<file path="src/rtl/antares_pkg.sv">
// ---------------------------------------------------------------------------
// antares_pkg
// Shared constants for the Antares-R2 pipelined datapath.
//   DEFAULT_ADDR_WIDTH  : default width of the PC and all addresses
//   DEFAULT_INSTR_WIDTH : default instruction word width
//   DEFAULT_RESET_PC    : PC value loaded on reset
//   DEFAULT_NOP_WORD    : bubble instruction (sll $0,$0,0)
//   PC_INCREMENT        : byte distance between sequential instructions
// ---------------------------------------------------------------------------
package antares_pkg;

    localparam int unsigned DEFAULT_ADDR_WIDTH  = 32;
    localparam int unsigned DEFAULT_INSTR_WIDTH = 32;

    localparam logic [31:0] DEFAULT_RESET_PC = 32'h0000_0000;
    localparam logic [31:0] DEFAULT_NOP_WORD = 32'h0000_0000;

    localparam int unsigned PC_INCREMENT = 4;

endpackage : antares_pkg

</file>
<file path="src/rtl/sat_counter.sv">
// ---------------------------------------------------------------------------
// sat_counter
// Event counter that sticks at all-ones instead of wrapping, so a long run
// never reports a misleadingly small value.
// Ports:
//   clk   : system clock, rising edge
//   reset : synchronous, active-high clear
//   inc   : count one event this cycle
//   count : current count (registered)
// ---------------------------------------------------------------------------
module sat_counter #(
    parameter int CNT_WIDTH = 16
) (
    input  logic                 clk,
    input  logic                 reset,
    input  logic                 inc,
    output logic [CNT_WIDTH-1:0] count
);

    // Count up on each requested event until every bit is set, then hold
    // there; reset clears the count regardless of inc.
    always_ff @(posedge clk) begin
        if (reset) begin
            count <= '0;
        end else if (inc && (count != '1)) begin
            count <= count + CNT_WIDTH'(1);
        end
    end

endmodule : sat_counter

</file>
<file path="src/rtl/fetch_stage.sv">
// ---------------------------------------------------------------------------
// fetch_stage
// Instruction-fetch stage plus IF/ID pipeline register of Antares-R2.
// Ports:
//   clk, reset    : clock and synchronous active-high reset
//   stallIF       : 1 = PC may advance, 0 = hold PC (from hazard unit)
//   ifIdWrite     : 1 = IF/ID loads, 0 = IF/ID holds (from hazard unit)
//   branchTaken   : branch resolved taken in EX
//   branchTarget  : branch destination
//   jump          : jump decoded in ID
//   jumpTarget    : jump destination
//   imemAddr      : instruction-memory address (copy of the PC)
//   imemData      : instruction word read combinationally at imemAddr
//   pcID          : PC of the instruction held in IF/ID
//   pcPlus4ID     : pcID + 4
//   instrID       : instruction held in IF/ID
//   validID       : 1 = real instruction, 0 = bubble
//   stallCount    : saturating count of stall cycles without a redirect
//   flushCount    : saturating count of redirects
// ---------------------------------------------------------------------------
module fetch_stage
    import antares_pkg::*;
#(
    parameter int                     ADDR_WIDTH  = DEFAULT_ADDR_WIDTH,
    parameter int                     INSTR_WIDTH = DEFAULT_INSTR_WIDTH,
    parameter logic [ADDR_WIDTH-1:0]  RESET_PC    = DEFAULT_RESET_PC,
    parameter logic [INSTR_WIDTH-1:0] NOP_WORD    = DEFAULT_NOP_WORD,
    parameter int                     CNT_WIDTH   = 16
) (
    input  logic                   clk,
    input  logic                   reset,
    input  logic                   stallIF,
    input  logic                   ifIdWrite,
    input  logic                   branchTaken,
    input  logic [ADDR_WIDTH-1:0]  branchTarget,
    input  logic                   jump,
    input  logic [ADDR_WIDTH-1:0]  jumpTarget,
    output logic [ADDR_WIDTH-1:0]  imemAddr,
    input  logic [INSTR_WIDTH-1:0] imemData,
    output logic [ADDR_WIDTH-1:0]  pcID,
    output logic [ADDR_WIDTH-1:0]  pcPlus4ID,
    output logic [INSTR_WIDTH-1:0] instrID,
    output logic                   validID,
    output logic [CNT_WIDTH-1:0]   stallCount,
    output logic [CNT_WIDTH-1:0]   flushCount
);

    logic [ADDR_WIDTH-1:0] pc;
    logic [ADDR_WIDTH-1:0] pcPlus4;
    logic [ADDR_WIDTH-1:0] pcNext;
    logic                  redirect;
    logic                  stallEvent;

    // A redirect is any control-flow change arriving this cycle; the
    // instruction just fetched is on the wrong path whenever one occurs.
    // A stall is only counted when no redirect overrides it, because a
    // redirected cycle does not actually hold the PC. The sequential PC
    // wraps naturally modulo 2^ADDR_WIDTH.
    always_comb begin
        redirect   = branchTaken | jump;
        stallEvent = ~stallIF & ~redirect;
        pcPlus4    = pc + ADDR_WIDTH'(PC_INCREMENT);
    end

    // Next-PC selection. The branch comes from EX and so belongs to an older
    // instruction than the jump in ID, which is why it is checked first.
    // Either redirect beats a stall since the stalled path is discarded.
    always_comb begin
        pcNext = pcPlus4;
        if (branchTaken) begin
            pcNext = branchTarget;
        end else if (jump) begin
            pcNext = jumpTarget;
        end else if (!stallIF) begin
            pcNext = pc;
        end
    end

    // PC register; reset overrides everything else.
    always_ff @(posedge clk) begin
        if (reset) begin
            pc <= RESET_PC;
        end else begin
            pc <= pcNext;
        end
    end

    assign imemAddr = pc;

    // IF/ID pipeline register. On a redirect the fetched word is replaced
    // by a bubble while the PC fields are left alone, since a bubble's PC is
    // never consumed downstream. Otherwise the hazard unit decides whether
    // the register captures the current fetch or holds its contents.
    always_ff @(posedge clk) begin
        if (reset) begin
            pcID      <= '0;
            pcPlus4ID <= '0;
            instrID   <= NOP_WORD;
            validID   <= 1'b0;
        end else if (redirect) begin
            instrID <= NOP_WORD;
            validID <= 1'b0;
        end else if (ifIdWrite) begin
            pcID      <= pc;
            pcPlus4ID <= pcPlus4;
            instrID   <= imemData;
            validID   <= 1'b1;
        end
    end

    sat_counter #(
        .CNT_WIDTH(CNT_WIDTH)
    ) stallCounter (
        .clk  (clk),
        .reset(reset),
        .inc  (stallEvent),
        .count(stallCount)
    );

    sat_counter #(
        .CNT_WIDTH(CNT_WIDTH)
    ) flushCounter (
        .clk  (clk),
        .reset(reset),
        .inc  (redirect),
        .count(flushCount)
    );

endmodule : fetch_stage

</file>
<file path="config.mk">
export PLATFORM = sky130hd
export DESIGN_NAME = fetch_stage
export DESIGN_NICKNAME = d
export VERILOG_FILES = /design/src/rtl/antares_pkg.sv /design/src/rtl/sat_counter.sv /design/src/rtl/fetch_stage.sv
export SDC_FILE = /design/constraint.sdc
export NUM_CORES = 1
export LEC_CHECK = 0
export BUFFER_PORTS_ARGS = -buffer_cell sky130_fd_sc_hd__buf_2
export CAP_MARGIN = 20
export CORE_AREA = 5 5 150 109
export CTS_CLUSTER_DIAMETER = 100
export DETAILED_ROUTE_END_ITERATION = 6
export DIE_AREA = 0 0 155 114
export PLACE_DENSITY = 0.83
export SETUP_SLACK_MARGIN = 0.3
export SYNTH_ARGS = -nofsm -noshare
export SYNTH_HDL_FRONTEND = slang
export SYNTH_SLANG_ARGS = --single-unit
export TNS_END_PERCENT = 50
</file>
<file path="constraint.sdc">
create_clock -name clk -period 3.2 [get_ports clk]
set_input_delay 0.32 -clock clk [delete_from_list [all_inputs] [get_ports clk]]
set_output_delay 0.32 -clock clk [all_outputs]
set_load 0.02 [all_outputs]
</file>
==> results of run 1 <==
## flip-flops by register name, summed over array words and instances, names as in the netlist
name                count
pcID                   32
flushCounter.count     16
imemAddr               32
stallCounter.count     16
validID                 1
instrID                32
pcPlus4ID              30
## layout make-up
cell class	instances	area, sq um	share of cell area [%]
flip-flops and latches	159	3180	34.3
clock inverters	12	183	1.97
inverters	11	41.3	0.445
clock buffers	20	457	4.93
repair buffers	273	1420	15.3
multi-input cells	623	3730	40.3
well taps	200	250	2.70
## worst max path at each step
| stage | end | slack, ns | depth (start not counted) | startpoint |
|---|---|---|---|---|
| floorplan | imemAddr[24] | 0.84 | 6 | imemAddr[2] |
| global placement | imemAddr[24] | 0.84 | 6 | imemAddr[2] |
| detailed placement | imemAddr[24] | 0.80 | 6 | imemAddr[2] |
| CTS | imemAddr[24] | 0.77 | 6 | imemAddr[2] |
| global route | imemAddr[24] | 0.59 | 6 | imemAddr[2] |
| finish | imemAddr[24] | 0.74 | 6 | imemAddr[2] |
## per-layer routing
metal	up-vias	wire length, um	GRT usage (%)
met5	-	50	0
met4	6	642	10.1
met3	60	2080	8.04
met2	293	10400	39.2
met1	3327	9960	33.4
li1	3466	-	-
## cell usage in the layout, fill, tap and decap left out, types with 5 or more instances in the layout
cell type / instances
nand2_1: 93
inv_1: 11
nor3b_1: 9
nor2_1: 137
dfxtp_1: 159
and4_1: 6
o21ai_0: 17
and3_1: 10
or3_1: 7
o22ai_1: 13
buf_4: 10
nor3_1: 21
xor2_1: 31
mux2i_1: 38
xnor2_1: 25
nor2b_1: 5
a21oi_1: 69
buf_2: 261
nand4_1: 19
a211oi_1: 37
nand3_1: 20
nor4_1: 5
clkbuf_16: 17
## stage by stage
stage | hold WS, ns | setup slack [ns]
final | 0.117 | 0.745
after global routing | 0.117 | 0.593
after CTS | 0.111 | 0.767
after detailed placement | 0.443 | 0.798
after global placement | 0.438 | 0.845
after floorplan | 0.445 | 0.845
## worst reg2reg max path, stage by stage (launching register included)
cell      delay, ns
dfxtp_1        0.52
ha_1           0.27
nand3_2        0.23
or4_4          0.60
nor3_4         0.17
mux2_2         0.36
a211oi_1       0.21
## cell families after synthesis
family,Yosys count
muxes,39
xor gates and xnor gates,56
AOI/OAI and AO/OA,168
adders and majority gates,3
DFF,159
buffers and inverters,81
and+or+nand+nor,357
## where the power goes
| group | internal, mW | total, mW | switching (mW) |
|---|---|---|---|
| logic | 0.216 | 0.558 | 0.342 |
| registers | 2.05 | 2.15 | 0.0956 |
| clock network | 1.35 | 2.19 | 0.839 |
| total | 3.62 | 4.90 | 1.28 |
==> impl_metrics.py, run 1 <==
metrics = {
    "timing": {
        "setup_viol_count_final": 0,
        "tns_ns": 0,
        "finalCritPeriodShare_pct": 76.7,
        "finClkSkew_ns": 0.0115,
        "fmax_mhz": 407,
        "rsz0062_at_grt": "no",
        "post-route-min-period_ns": 2.46,
        "relSlewSlack_pct": 48.3,
        "drv_slew": 0,
        "hold_violations": 0,
        "worstMarginPinSlew_ns": 0.775,
    },
    "floorplan": {
        "initial_core_util_pct": 48.4,
        "num_rows": 38,
        "die_h_um": 114,
        "die-width_um": 155,
        "pin_count": 263,
        "die-area_sq_um": 17700,
        "fp.coreArea_sq_um": 15000,
    },
    "placement": {
        "dp.cells": 1266,
        "place_hpwl_mm": 16.7,
        "place.gp.congestion": 0.917,
        "io_buffers": 262,
        "post_dp_cell_area_sq_um": 8630,
    },
    "yosys": {
        "synthMuxAreaShare_pct": 5.40,
        "synth.most_common_cell": "dfxtp_1",
        "async_reset_ff_share_pct": 0,
        "synth_commonest_cells": "159 x dfxtp_1, 137 x nor2_1, 94 x nand2_1, 69 x a21oi_1, 45 x clkbuf_1",
        "synth_nets": 968,
        "avgSynthCellArea_sq_um": 8.40,
        "syn-cell-area_sq_um": 7250,
        "ys.warnings.count": 0,
        "yosys.area_share.simple_pct": 24.1,
        "yosysTopAreaCell": "dfxtp_1",
        "yosys.area_share.adder_pct": 0.518,
        "yosysTopAreaCellShare_pct": 43.9,
        "synth_xor_area_share_pct": 6.77,
        "synth-seq-cells": 159,
        "synth_ff_type": "dfxtp_1",
        "syn_inst": 863,
        "yosys.cell_types.count": 60,
        "synth_compound_area_share_pct": 14.7,
        "ys_seq_area_share_pct": 43.9,
        "yosys-top-cells-area": "dfxtp_1 44%, nor2_1 7.1%, mux2i_1 5.2%, nand2_1 4.9%, a21oi_1 4.8%",
        "synth_top_family_by_area": "simple AND/OR/NAND/NOR gates",
        "synth-edff-count": 0,
    },
    "critical_path": {
        "cp_max_fo": 9,
        "cp_slowest_cell": "or4_4",
        "timing.critical_path.arrival_ns": 2.80,
        "crit_required_ns": 3.54,
        "worstPathCellList": "ha_1, nand3_2, or4_4, nor3_4, mux2_2, a211oi_1",
        "reg2reg_to": "imemAddr[24]",
        "cp_top_family": "simple AND/OR/NAND/NOR gates",
        "crit_path_max_incr_delay_ns": 0.60,
        "criticalPathCategory": "reg -> reg",
        "r2r_cells": 6,
        "startpoint_type": "flop",
        "crit_buf_inv": 0,
        "end_kind": "flop",
        "r2r_start": "imemAddr[2]",
        "worst-r2r-setup-slack_ns": 0.74,
    },
    "clocking": {
        "cts_tree": "built",
        "htreeDepth": 4,
        "worstSkewPairLatency_ns": 0.43,
        "clkTransAtPathRegs_ns": 0.07,
        "ctsHoldBuffers": 0,
        "postCtsSetupBuffers": 0,
        "cts_inserted_buffers": 17,
        "clock_sinks": 159,
        "cts_buffer_depth": 2,
        "cts_resized": 0,
        "clockRootBuffer": "clkbuf_16",
    },
    "route": {
        "vias_per_cell": 5.51,
        "wire_per_inst_um": 17.8,
        "postRouteAntennaNets": 0,
        "dr_total_vias": 7152,
        "drt_first_iter_violations": 513,
        "drt_pre_antenna_iters": 5,
        "drc": 0,
        "routed_wl_mm": 23.1,
    },
    "layout": {
        "final_cells": 1298,
        "nNetsFinal": 1190,
        "n_antenna_cell": 0,
        "syn2layout_area_growth_pct": 27.9,
        "finish.utilization_pct": 61.9,
        "n_fill_cell": 1333,
        "finalInstanceArea_sq_um": 9270,
        "drive_above_1_share_pct": 29.9,
    },
    "flow_run": {
        "cap_violations": 0,
    },
    "pwr": {
        "power_density_nw_per_um2": 528,
        "p_total_mw": 4.90,
        "vdd_drop_max_mv": 0.377,
        "leakagePower_nw": 4.07,
    },
    "hold_path": {
        "hold_start": "branchTarget[1]",
        "hold_end": "imemAddr[1]",
        "holdPathStages": 3,
        "hp-class": "in -> reg",
    },
    "global_routing": {
        "grt_pass1_wl_mm": 36.0,
        "grt-ovfl-total": 0,
        "grt_pass1_vias": 6832,
        "grt.total_usage_pct": 25.5,
        "grt_max_degree": 70,
        "antenna_found_initial": 3,
    },
    "run_status": {
        "status": "finished, final reports clean",
    },
}
(Power assumes the default switching activity.)
==> run 2, diff against run 1 <==
Clock period 3.2 ns to 2.35 ns, I/O delays scaled along.
==> run 2 against run 1 <==
The flow now finishes with violations (DRC). Highest routed layer unchanged. Maximum frequency is 24% higher. Die area unchanged. Routed wire length is 1.9% higher. Critical path depth down 1. Final area grew 2.8%. Clock skew fell by 0.0026 ns. Register-to-register slack lost 0.38 ns. First-iteration DRC count increased by 53%. Non-clock buffer count up 23. Sequential power is 35% higher. Core utilization rose by 1.7 points.
==> impl_metrics.py, run 2 (synthesized netlist as in run 1, its figures left out) <==
metrics = {
    "run_status": {
        "status": "complete, but fails checks",
        "violations": "DRC",
    },
    "floorplan": {
        "die-width_um": 155,
        "fp.coreArea_sq_um": 15000,
        "die_h_um": 114,
        "initial_core_util_pct": 48.4,
        "num_rows": 38,
        "pin_count": 263,
        "die-area_sq_um": 17700,
    },
    "route": {
        "vias_per_cell": 5.49,
        "drt_first_iter_violations": 785,
        "routed_wl_mm": 23.5,
        "dr_total_vias": 7258,
        "drt_pre_antenna_iters": 7,
        "wire_per_inst_um": 17.8,
        "drc": 12,
        "postRouteAntennaNets": 0,
    },
    "clocking": {
        "cts_tree": "built",
        "clockRootBuffer": "clkbuf_16",
        "ctsHoldBuffers": 0,
        "worstSkewPairLatency_ns": 0.42,
        "clock_sinks": 159,
        "cts_inserted_buffers": 17,
        "clkTransAtPathRegs_ns": 0.07,
        "cts_buffer_depth": 2,
        "htreeDepth": 4,
    },
    "pwr": {
        "power_switching_mw": 1.83,
        "leakagePower_nw": 4.21,
        "p_seq_share_pct": 44.5,
        "pwr-share-comb_pct": 12.5,
        "internal_power_mw": 4.71,
        "switching_share_pct": 28.0,
        "vdd_drop_max_mv": 0.499,
        "power_density_nw_per_um2": 686,
        "p_clk_share_pct": 43.0,
    },
    "critical_path": {
        "reg2reg_to": "imemAddr[24]",
        "r2r_cells": 5,
        "end_kind": "flop",
        "crit_path_max_incr_delay_ns": 0.51,
        "timing.critical_path.arrival_ns": 2.33,
        "crit_buf_inv": 0,
        "startpoint_type": "flop",
        "crit_cells": 5,
        "crit_required_ns": 2.70,
        "r2r_start": "imemAddr[16]",
        "criticalPathCategory": "reg -> reg",
        "worst-r2r-setup-slack_ns": 0.36,
        "cp_top_family": "simple AND/OR/NAND/NOR gates",
        "cp_slowest_cell": "or4_4",
        "worstPathCellList": "nand3_1, or4_4, nor3_4, mux2_4, a211oi_2",
        "startpoint": "imemAddr[16]",
        "cp_max_fo": 6,
        "crit_end": "imemAddr[24]",
    },
    "layout": {
        "syn2layout_area_growth_pct": 31.4,
        "n_antenna_cell": 0,
        "nNetsFinal": 1213,
        "finish.utilization_pct": 63.6,
        "layout_common_cells": "261 x buf_2, 147 x dfxtp_1, 137 x nor2_1",
        "layout_commonest_cell": "buf_2",
        "final_cells": 1321,
        "drive_above_1_share_pct": 32.7,
    },
    "timing": {
        "worst_slack_ns": 0.362,
        "rsz0062_at_grt": "yes",
        "finClkSkew_ns": 0.00894,
        "setup_viol_count_final": 0,
        "hold_violations": 0,
        "worstMarginPinSlew_ns": 0.675,
        "tns_ns": 0,
        "post-route-min-period_ns": 1.99,
        "relSlewSlack_pct": 54.9,
        "drv_slew": 0,
        "timing.hold.ws_ns": 0.0464,
        "fmax_mhz": 503,
        "finalCritPeriodShare_pct": 84.6,
    },
    "placement": {
        "dp.cells": 1280,
        "io_buffers": 262,
        "place.gp.congestion": 0.981,
        "place_hpwl_mm": 17.6,
        "dp_slack_ns": 0.286,
    },
    "flow_run": {
        "cap_violations": 0,
    },
    "global_routing": {
        "grt_pass1_vias": 6690,
        "antenna_found_initial": 2,
        "grt_max_degree": 99,
        "grt.total_usage_pct": 25.9,
        "grt_pass1_wl_mm": 36.3,
        "grt-ovfl-total": 0,
    },
    "hold_path": {
        "hp-class": "in -> reg",
    },
}
run 2: cell count changes in the layout (fill, tap and decap cells not counted), sizes merged:
cell	previous run	this run
buf	273	296
inv	13	17
bufinv	4	1
clkinv	3	6
clkinvlp	3	0
clkbuf	20	19
run 2: power groups by stage:
stage | logic (mW) | registers, mW | clock network (mW)
after CTS | 0.804 | 2.91 | 2.85
final | 0.818 | 2.91 | 2.81
after floorplan | 0.406 | 3.04 | 0
after global routing | 0.884 | 2.92 | 2.96
after global placement | 0.792 | 2.96 | 0
after detailed placement | 0.800 | 2.97 | 0
run 2: worst reg2reg max path: cells and delay by family (launching register included):
| family | cells | cell delay [ns] |
|---|---|---|
| flip-flops | 1 | 0.47 |
| AO/OA/AOI/OAI | 1 | 0.16 |
| multiplexers | 1 | 0.32 |
| AND/OR/NAND/NOR | 3 | 0.95 |
run 2: metal layers:
metal,global-route usage [%],vias up,routed length (um)
met2,39.5,359,10500
met5,0,-,21
met3,6.48,50,2210
met4,8.24,4,540
li1,-,3495,-
met1,36.3,3350,10300
run 2: area by class of cell:
cell class / instances / area (sq um)
multi-input combinational: 623 / 3780
sequential: 159 / 3220
timing repair buffer: 296 / 1630
inverter: 11 / 41.3
tap: 200 / 250
clock inverter: 13 / 143
fill: 1306 / 5450
clock buffer: 19 / 464
run 2: per-stage QoR:
step	cell area [sq um]	total power, mW
floorplan	7350	3.45
global placement	8830	3.75
detailed placement	8830	3.77
CTS	9450	6.56
global route	9530	6.76
finish	9530	6.53
run 2: what timing repair did:
item,4_1_cts,5_1_grt
buffers inserted,1,8
setup endpoints to repair,1,15
pin swaps,2,5
resized for setup,0,5
run 2: how the worst min path moves through the flow:
stage,startpoint,to,cells after the start
2_1_floorplan,branchTarget[9],imemAddr[9],2
6_report,branchTarget[1],imemAddr[1],3
4_1_cts,imemData[29],instrID[29],3
3_5_place_dp,pcID[18],pcID[18],2
5_1_grt,imemData[1],instrID[1],3
3_3_place_gp,pcID[19],pcID[19],2
==> run 3, diff against run 2 <==
Clock period 2.35 ns to 2 ns, I/O delays scaled along.
==> run 3 against run 2 <==
The run still ends with DRC left. Die area unchanged. Routed wire length increased by 6.4%. Combinational power increased by 31%. Final area increased by 6.6%. Hold slack got worse by 0.031 ns. Core utilization increased by 4.2 points. Clock skew increased by 0.0010 ns. Total power increased by 18%. Sequential share of layout area decreased by 1.9 points. Sequential cell count unchanged. Global-route usage increased by 1.1 points. Sequential power increased by 17%. Critical path type unchanged. Highest routed layer unchanged.
==> impl_metrics.py, run 3 (synthesized netlist as in run 1, its figures left out) <==
metrics = {
    "timing": {
        "finalCritPeriodShare_pct": 91.2,
        "fmax_mhz": 548,
        "rsz0062_at_grt": "yes",
        "drv_slew": 0,
        "setup_viol_count_final": 0,
        "worstMarginPinSlew_ns": 0.543,
        "hold_violations": 0,
        "tns_ns": 0,
        "timing.hold.ws_ns": 0.0152,
        "worst_slack_ns": 0.175,
        "post-route-min-period_ns": 1.82,
        "relSlewSlack_pct": 63.8,
        "finClkSkew_ns": 0.00996,
    },
    "critical_path": {
        "end_kind": "flop",
        "cp_max_fo": 5,
        "startpoint_type": "flop",
        "crit_required_ns": 2.34,
        "criticalPathCategory": "reg -> reg",
        "timing.critical_path.arrival_ns": 2.17,
    },
    "placement": {
        "place.gp.congestion": 0.989,
        "place_hpwl_mm": 18.0,
        "dp_slack_ns": 0.0425,
        "io_buffers": 262,
    },
    "global_routing": {
        "grt_pass1_wl_mm": 37.9,
        "grt-ovfl-total": 0,
        "grt_max_degree": 62,
        "antenna_found_initial": 3,
        "grt.total_usage_pct": 27.1,
        "grt_pass1_vias": 7029,
    },
    "route": {
        "vias_per_cell": 5.51,
        "postRouteAntennaNets": 0,
        "wire_per_inst_um": 18.3,
        "drc": 2,
        "routed_wl_mm": 25.1,
        "drt_pre_antenna_iters": 7,
        "dr_total_vias": 7563,
        "drt_first_iter_violations": 647,
    },
    "run_status": {
        "violations": "DRC",
        "status": "complete, but fails checks",
    },
    "layout": {
        "drive_above_1_share_pct": 38.3,
        "layout_common_cells": "261 x buf_2, 137 x dfxtp_1, 133 x nor2_1",
        "finish.utilization_pct": 67.8,
        "layout_commonest_cell": "buf_2",
        "syn2layout_area_growth_pct": 40.2,
        "nNetsFinal": 1263,
    },
    "floorplan": {
        "pin_count": 263,
        "die-area_sq_um": 17700,
        "fp.coreArea_sq_um": 15000,
        "initial_core_util_pct": 48.4,
        "die_h_um": 114,
        "num_rows": 38,
        "die-width_um": 155,
    },
    "clocking": {
        "clockRootBuffer": "clkbuf_16",
        "cts_buffer_depth": 2,
        "clock_sinks": 159,
        "cts_inserted_buffers": 17,
        "cts_tree": "built",
        "worstSkewPairLatency_ns": 0.43,
        "htreeDepth": 4,
        "clkTransAtPathRegs_ns": 0.07,
    },
    "pwr": {
        "power_density_nw_per_um2": 757,
        "p_clk_share_pct": 41.8,
        "pwr-share-comb_pct": 14.0,
        "internal_power_mw": 5.50,
        "switching_share_pct": 28.5,
        "p_total_mw": 7.69,
        "power_switching_mw": 2.19,
        "vdd_drop_max_mv": 0.640,
        "leakagePower_nw": 4.50,
        "p_seq_share_pct": 44.2,
    },
    "flow_run": {
        "cap_violations": 0,
    },
    "hold_path": {
        "hp-class": "in -> reg",
    },
}
==> run 3: final cells by class <==
type                    instances  area (sq um)
inverters                      11          41.3
flip-flops and latches        159          3240
clock inverters                14           143
clock buffers                  18           439
diodes                          1          2.50
well taps                     200           250
multi-input cells             623          4000
repair buffers                346          2040
fillers                      1197          4820
==> run 3: final timing paths <==
kind	start	to	slack (ns)	cells past startpoint
worst max-delay path	imemAddr[11]	imemAddr[24]	0.18	5
worst min-delay path	imemData[15]	instrID[15]	0.02	3
worst max register to register	imemAddr[11]	imemAddr[24]	0.18	5
worst min register to register	pcID[23]	pcID[23]	0.45	2
==> run 3: critical path, cell delays in order (launching register included) <==
cell and delay (ns):
dfxtp_4 0.38, nand4_4 0.11, or4_4 0.59, nor3_4 0.17, mux2_4 0.32, a211oi_2 0.16
==> run 3: power by group through the flow <==
stage / clock [mW] / combinational (mW) / sequential [mW]
2_1_floorplan: 0 / 0.481 / 3.58
3_3_place_gp: 0 / 0.968 / 3.47
3_5_place_dp: 0 / 0.979 / 3.48
4_1_cts: 3.27 / 1.03 / 3.39
5_1_grt: 3.42 / 1.15 / 3.41
6_report: 3.22 / 1.07 / 3.40
==> run 3: timing repair <==
action / 4_1_cts / 5_1_grt
hold buffers: 11 / 0
setup buffers: 16 / 10
pin swaps: 15 / 25
gates resized for setup: 15 / 47
endpoints found under the hold margin: 11 / 0
endpoints found under the setup margin: 34 / 52
==> run 3: metrics by stage <==
| stage | std cells | instance area, sq um |
|---|---|---|
| floorplan | 863 | 7380 |
| global placement | 1302 | 8980 |
| detailed placement | 1302 | 8980 |
| CTS | 1361 | 9850 |
| global route | 1371 | 10200 |
| finish | 1372 | 10200 |
==> run 3: metal layers <==
| metal | part of all wire (%) | vias to the layer above | track usage (%) |
|---|---|---|---|
| met4 | 2.6 | 6 | 9.65 |
| li1 | - | 3600 | - |
| met3 | 10 | 54 | 7.62 |
| met5 | 0.11 | - | 0 |
| met2 | 45 | 386 | 41.9 |
| met1 | 42 | 3517 | 36.4 |
